### config.mk
export PLATFORM = sky130hd
export DESIGN_NAME = eth_tx_access_ctrl
export DESIGN_NICKNAME = d
export VERILOG_FILES = /design/src/rtl/eth_tx_access_ctrl.sv
export SDC_FILE = /design/constraint.sdc
export NUM_CORES = 1
export LEC_CHECK = 0
export ABC_AREA = 1
export BUFFER_PORTS_ARGS = -buffer_cell sky130_fd_sc_hd__buf_2
export CAP_MARGIN = 20
export CORE_AREA = 2 2 92 94
export DETAILED_ROUTE_END_ITERATION = 12
export DIE_AREA = 0 0 94 96
export GPL_ROUTABILITY_DRIVEN = 0
export GPL_TIMING_DRIVEN = 1
export SETUP_SLACK_MARGIN = 0.3
export SYNTH_ARGS = -nofsm -noshare
export SYNTH_HDL_FRONTEND = slang
export SYNTH_SLANG_ARGS = --single-unit
### constraint.sdc
create_clock -name i_clk -period 7 [get_ports i_clk]
set_clock_uncertainty 0.15 [all_clocks]
set_input_delay 0.7 -clock i_clk [delete_from_list [all_inputs] [get_ports i_clk]]
set_output_delay 0.7 -clock i_clk [all_outputs]
set_load 0.05 [all_outputs]
### src/rtl/eth_tx_access_ctrl.sv
// eth_tx_access_ctrl: per-station CSMA/CD transmit access controller.
// Defers until the carrier has been quiet for the inter-frame gap, sends a frame,
// watches for late collisions, jams on collision and retries after a truncated
// binary exponential backoff whose slot count comes from an internal LFSR.
module eth_tx_access_ctrl #(
    parameter int         FRAME_LEN     = 4,
    parameter int         JAM_LEN       = 4,
    parameter int         IFG           = 2,
    parameter int         PROP          = 4,
    parameter int         MAX_ATTEMPTS  = 5,
    parameter int         BACKOFF_LIMIT = 4,
    parameter int         SLOT          = 1,
    parameter logic [7:0] LFSR_SEED     = 8'hA5
) (
    input  logic       i_clk,
    input  logic       i_reset,
    input  logic       i_req,
    input  logic       i_cs,
    input  logic       i_cd,
    output logic [1:0] o_send,
    output logic [1:0] o_ack,
    output logic       o_busy,
    output logic [2:0] o_attempts
);

    // Symbol and status encodings shared with the rest of the Ethernet model
    localparam logic [1:0] SYM_JAM     = 2'd0;
    localparam logic [1:0] SYM_F       = 2'd1;
    localparam logic [1:0] SYM_ND      = 2'd2;
    localparam logic [1:0] ACK_FAIL    = 2'd0;
    localparam logic [1:0] ACK_SUCCESS = 2'd1;
    localparam logic [1:0] ACK_NA      = 2'd2;

    // An IFG of 0 still needs one quiet sample before transmitting
    localparam int         IFG_EFF = (IFG < 1) ? 1 : IFG;
    localparam logic [4:0] IFG_Q   = 5'(IFG_EFF);
    localparam logic [4:0] PROP_Q  = 5'(PROP);
    localparam logic [3:0] FL4     = 4'(FRAME_LEN);
    localparam logic [3:0] JL4     = 4'(JAM_LEN);
    localparam logic [3:0] BL4     = 4'(BACKOFF_LIMIT);
    localparam logic [2:0] MAX3    = 3'(MAX_ATTEMPTS);
    localparam logic [11:0] SLOT12 = 12'(SLOT);

    typedef enum logic [2:0] {
        S_IDLE,
        S_DEFER,
        S_XMIT,
        S_PROP,
        S_JAM,
        S_BACKOFF
    } state_t;

    state_t      r_state;
    logic [7:0]  r_lfsr;
    logic [3:0]  r_qcnt;      // consecutive quiet cycles seen while deferring
    logic [3:0]  r_scnt;      // F or Jam symbols already issued in this burst
    logic [3:0]  r_pcnt;      // propagation-watch cycles already elapsed
    logic [11:0] r_bcnt;      // backoff cycles remaining
    logic [1:0]  r_send;
    logic [1:0]  r_ack;
    logic [2:0]  r_attempts;

    logic        w_lfsr_fb;
    logic [4:0]  w_qcnt_sum;
    logic [4:0]  w_pcnt_sum;
    logic [2:0]  w_n;
    logic [3:0]  w_k;
    logic [7:0]  w_mask;
    logic [7:0]  w_slots;
    logic [11:0] w_bcnt_load;

    // Small counters stop at all-ones instead of wrapping
    function automatic logic [3:0] sat_inc(input logic [3:0] v);
        return (v == 4'hF) ? v : v + 4'd1;
    endfunction

    // Feedback for taps 8,6,5,4 of the Fibonacci LFSR
    assign w_lfsr_fb   = r_lfsr[7] ^ r_lfsr[5] ^ r_lfsr[4] ^ r_lfsr[3];
    assign w_qcnt_sum  = {1'b0, r_qcnt} + 5'd1;
    assign w_pcnt_sum  = {1'b0, r_pcnt} + 5'd1;

    // Backoff draw: attempt number n selects k = min(n, limit) low LFSR bits
    assign w_n         = r_attempts + 3'd1;
    assign w_k         = ({1'b0, w_n} > BL4) ? BL4 : {1'b0, w_n};
    assign w_mask      = 8'hFF >> (4'd8 - w_k);
    assign w_slots     = r_lfsr & w_mask;
    assign w_bcnt_load = {4'd0, w_slots} * SLOT12;

    assign o_send      = r_send;
    assign o_ack       = r_ack;
    assign o_attempts  = r_attempts;
    assign o_busy      = (r_state != S_IDLE);

    // Free-running LFSR, advances every cycle regardless of state
    always_ff @(posedge i_clk or posedge i_reset) begin
        if (i_reset) begin
            r_lfsr <= LFSR_SEED;
        end else begin
            r_lfsr <= {r_lfsr[6:0], w_lfsr_fb};
        end
    end

    // Access state machine with registered send/ack/attempts outputs
    always_ff @(posedge i_clk or posedge i_reset) begin
        if (i_reset) begin
            r_state    <= S_IDLE;
            r_qcnt     <= 4'd0;
            r_scnt     <= 4'd0;
            r_pcnt     <= 4'd0;
            r_bcnt     <= 12'd0;
            r_send     <= SYM_ND;
            r_ack      <= ACK_NA;
            r_attempts <= 3'd0;
        end else begin
            case (r_state)
                S_IDLE: begin
                    r_send <= SYM_ND;
                    // The cycle after a completion only clears ack, so a
                    // request still held high cannot restart immediately
                    if (r_ack != ACK_NA) begin
                        r_ack <= ACK_NA;
                    end else if (i_req) begin
                        r_state <= S_DEFER;
                        r_qcnt  <= 4'd0;
                    end
                end

                S_DEFER: begin
                    if (i_cs) begin
                        r_qcnt <= 4'd0;
                    end else if (w_qcnt_sum >= IFG_Q) begin
                        r_state <= S_XMIT;
                        r_send  <= SYM_F;
                        r_scnt  <= 4'd1;
                        r_qcnt  <= 4'd0;
                    end else begin
                        r_qcnt <= sat_inc(r_qcnt);
                    end
                end

                S_XMIT: begin
                    if (i_cd) begin
                        r_state <= S_JAM;
                        r_send  <= SYM_JAM;
                        r_scnt  <= 4'd1;
                    end else if (r_scnt >= FL4) begin
                        r_state <= S_PROP;
                        r_send  <= SYM_ND;
                        r_pcnt  <= 4'd0;
                    end else begin
                        r_send <= SYM_F;
                        r_scnt <= sat_inc(r_scnt);
                    end
                end

                S_PROP: begin
                    if (i_cd) begin
                        r_state <= S_JAM;
                        r_send  <= SYM_JAM;
                        r_scnt  <= 4'd1;
                    end else if (w_pcnt_sum >= PROP_Q) begin
                        r_state    <= S_IDLE;
                        r_ack      <= ACK_SUCCESS;
                        r_attempts <= 3'd0;
                        r_pcnt     <= 4'd0;
                    end else begin
                        r_pcnt <= sat_inc(r_pcnt);
                    end
                end

                S_JAM: begin
                    if (r_scnt >= JL4) begin
                        r_send <= SYM_ND;
                        r_scnt <= 4'd0;
                        if (w_n == MAX3) begin
                            r_state    <= S_IDLE;
                            r_ack      <= ACK_FAIL;
                            r_attempts <= 3'd0;
                        end else begin
                            r_attempts <= w_n;
                            if (w_slots == 8'd0) begin
                                r_state <= S_DEFER;
                                r_qcnt  <= 4'd0;
                            end else begin
                                r_state <= S_BACKOFF;
                                r_bcnt  <= w_bcnt_load;
                            end
                        end
                    end else begin
                        r_send <= SYM_JAM;
                        r_scnt <= sat_inc(r_scnt);
                    end
                end

                S_BACKOFF: begin
                    if (r_bcnt <= 12'd1) begin
                        r_bcnt  <= 12'd0;
                        r_state <= S_DEFER;
                        r_qcnt  <= 4'd0;
                    end else begin
                        r_bcnt <= r_bcnt - 12'd1;
                    end
                end

                default: begin
                    r_state <= S_IDLE;
                    r_send  <= SYM_ND;
                    r_ack   <= ACK_NA;
                end
            endcase
        end
    end

endmodule

==> metrics.md <==
| Metric | Value |
|---|---|
| Setup WS pre-CTS | `4158 ps` |
| Net switching power figure | `467.1 uW` |
| Root Buffer | `clkbuf_8` |
| Via density | `4.832` |
| Synth async-reset ratio | `100.0%` |
| Static leakage | `1.587 nW` |
| Final core occ | `37.39%` |
| Initial drt markers | `121` |
| Worst skew pair latency | `290 ps` |
| Max Root-Sink Buffers | `2` |
| Setup ws final | `4182 ps` |
| Antenna Nets Post-Route | `0` |
| Crit share post-route | `40.26%` |
| PD cells | `328.3 mW/mm2` |
| Total Nets Final | `388` |
| Peak supply drop | `0.0003233 V` |
| Io pins | `13` |
| Worst setup SP type | `flop` |
| Core Box Area | `0.008051 mm2` |
| Comb pwr share | `49.8%` |
| Mapped Avg Cell Area | `7.774 um2` |
| Setup TNS | `0 ps` |
| Gr usage total | `13.82%` |
| Switch share | `47.26%` |
| Crit Path Class | `reg -> reg` |
| Most common cell after layout, fill and taps aside | `nand2_1` |
| Final Routed Wirelength | `5658 um` |
| Synthesized area | `0.002736 mm2` |
| CP Data Arrival Time | `2860 ps` |
| Post_cts resized | `0` |
| Global-route wire length before repair | `10050 um` |
| Num rows | `33` |
| Worst-path clk slew | `80 ps` |
| DR DRC count | `0` |
| HPWL after detailed placement | `4239 um` |
| Met2 usage | `22.80%` |
| Grt total ovfl | `0` |
| Die H | `96 um` |
| Die X | `94 um` |
| Vias in the first global route | `2238` |
| Min Tclk post-route | `2818 ps` |
| CTS Hold Bufs | `0` |
| Initial antenna violation count | `0` |
| Port buffer count | `12` |
| Ys flop type | `dfrtp_1` |
| Setup bufs post-CTS | `0` |
| Yosys warns | `0` |
| CTS Buf Count | `5` |
| Peak Freq | `354.9 MHz` |
| Internal Pwr Total | `521.2 uW` |
| FF/Latch Area | `0.001059 mm2` |
| Vias | `2300` |
| Cells after synthesis | `352` |
| Most frequent cells in the layout | `nand2_1, inv_1, dfrtp_1` |
| Slew @ Worst Pin | `542.8 ps` |
| Worst-path fanout max | `5` |
| Yosys reg bits | `42` |
| Required @ worst endpoint | `7040 ps` |
| Area Overhead vs Synth | `10.01%` |
| CP endpoint kind | `flop` |
| Share of the yosys chip area belonging to registers | `38.68%` |
| Rel. slew slack | `63.81%` |
| Max-cap violations | `0` |
| RSZ-0062 raised after global routing | `no` |
| Number of synthesized flops with an enable pin | `0` |
| Result of the run | `finished, final reports clean` |
| Final setup viols | `0` |
| Net count after synthesis | `370` |
| Final Slew Violations | `0` |
| Hold Path Class | `reg -> reg` |
| Sequential group share of total power | `33.8%` |
| Hold Vio Cnt, Final | `0` |
| Wire per inst | `11.89 um` |
| Most Used Layer, Global Route | `met2` |
| Multi-input logic area | `0.001455 mm2` |
| Antenna diode count | `0` |
| Clock sinks | `42` |
| Layout cells sized above 1 | `15.90%` |
| Initial core utilization | `33.99%` |
| Largest net degree at the start of global routing | `43` |
| Die area | `0.009024 mm2` |
| Part of the power in the clock network | `16.4%` |
| CTS tree | `yes` |
| Synth cell types | `38` |
| Htree depth | `2` |
| Grt met3 use | `2.819%` |
| Met1 global-route usage | `17.96%` |
| Router iterations before antenna repair | `4` |
| Layout fillers | `837` |
[cell type report]
type | instances | share of cell area, %
tap | 105 | 4.364
sequential | 42 | 35.16
clock buffer | 7 | 2.868
timing repair buffer | 13 | 2.244
clock inverter | 1 | 0.1663
multi-input combinational | 253 | 48.34
inverter | 55 | 6.858
[flip-flops by register name (all words and copies together) (netlist names)]
register	flops
r_bcnt	12
r_lfsr	8
r_pcnt	4
r_qcnt	4
r_scnt	4
o_attempts	3
r_state	3
o_ack	2
o_send	2
[Yosys cell counts, types with 2 or more instances]
| cell | count | area, um2 |
|---|---|---|
| or2_2 | 3 | 18.77 |
| o21ai_1 | 2 | 10.01 |
| nor2_2 | 3 | 18.77 |
| nor2_1 | 31 | 116.4 |
| inv_2 | 8 | 30.03 |
| nor2_8 | 2 | 40.04 |
| dfstp_2 | 6 | 157.7 |
| o22ai_1 | 3 | 18.77 |
| inv_1 | 47 | 176.4 |
| nand3_4 | 2 | 35.03 |
| a21oi_1 | 7 | 35.03 |
| nand2_1 | 90 | 337.8 |
| xor2_1 | 5 | 43.79 |
| nand2_2 | 6 | 37.54 |
| o211ai_1 | 3 | 22.52 |
| o21ai_0 | 15 | 75.07 |
| a21boi_0 | 2 | 15.01 |
| nor3_1 | 3 | 15.01 |
| o21a_1 | 3 | 22.52 |
| nor3_2 | 2 | 20.02 |
| xnor2_1 | 4 | 35.03 |
| nand3_1 | 22 | 110.1 |
| nor3_4 | 3 | 48.80 |
| ha_1 | 13 | 162.7 |
| nor2_4 | 2 | 22.52 |
| o31ai_1 | 2 | 15.01 |
| dfrtp_1 | 36 | 900.9 |
| nand4_1 | 17 | 106.4 |
[cell families after synthesis]
kind of cell               count (synthesis)  share of synthesized area [%]
and+or+nand+nor                          189                          34.75
DFF                                       42                          38.68
adders and majority gates                 13                          5.944
AOI/OAI and AO/OA                         42                          9.602
buffers and inverters                     57                          8.139
xor gates and xnor gates                   9                          2.880
[worst max-delay path, stage by stage (launching register included)]
cell and delay, ps:
dfrtp_1 420, ha_1 240, nand2_1 110, nand2_2 110, o21ai_0 360, ha_1 240
nand3_1 70, nand2_1 110, inv_1 70, o211ai_1 90, nand2_1 130, o21ai_0 410
nand2_1 90, nand2_1 80, nand2_1 40
[worst paths after layout]
| kind | start | end | slack [ps] | depth (start not counted) |
|---|---|---|---|---|
| min | r_lfsr[1]$_DFF_PP0_ | r_lfsr[2]$_DFF_PP1_ | 240 | 0 |
| max | o_attempts[0]$_DFFE_PP0P_ | r_qcnt[0]$_DFFE_PP0P_ | 4180 | 14 |
| min reg2reg | r_lfsr[1]$_DFF_PP0_ | r_lfsr[2]$_DFF_PP1_ | 240 | 0 |
| max in group asynchronous | i_reset | r_lfsr[2]$_DFF_PP1_ | 5940 | 3 |
| min in group asynchronous | i_reset | o_ack[0]$_DFFE_PP0P_ | 390 | 3 |
| max reg2reg | o_attempts[0]$_DFFE_PP0P_ | r_qcnt[0]$_DFFE_PP0P_ | 4180 | 14 |
[through the flow]
step	cell area, um2	total power [mW]	std cells	hold slack (ps)
floorplan	2736	0.7374	352	204.5
global placement	2919	0.8276	468	217.4
detailed placement	2919	0.8318	468	220.7
CTS	3010	1.001	476	244.8
global route	3010	1.078	476	252.2
finish	3010	0.9883	476	243.4
[routing by layer]
metal	up-vias	wire length, um
met3	12	218
met4	0	108
met2	41	2614
met5	-	0
li1	1184	-
met1	1063	2717
[power groups by stage]
stage                     Clock, mW  Combinational (mW)  Sequential (mW)
after floorplan                   0               0.358            0.380
after global placement            0               0.490            0.338
after detailed placement          0               0.493            0.338
after CTS                     0.170               0.496            0.334
after global routing          0.179               0.557            0.342
final                         0.162               0.493            0.334
No activity file was read; power rests on OpenSTA's default activity.
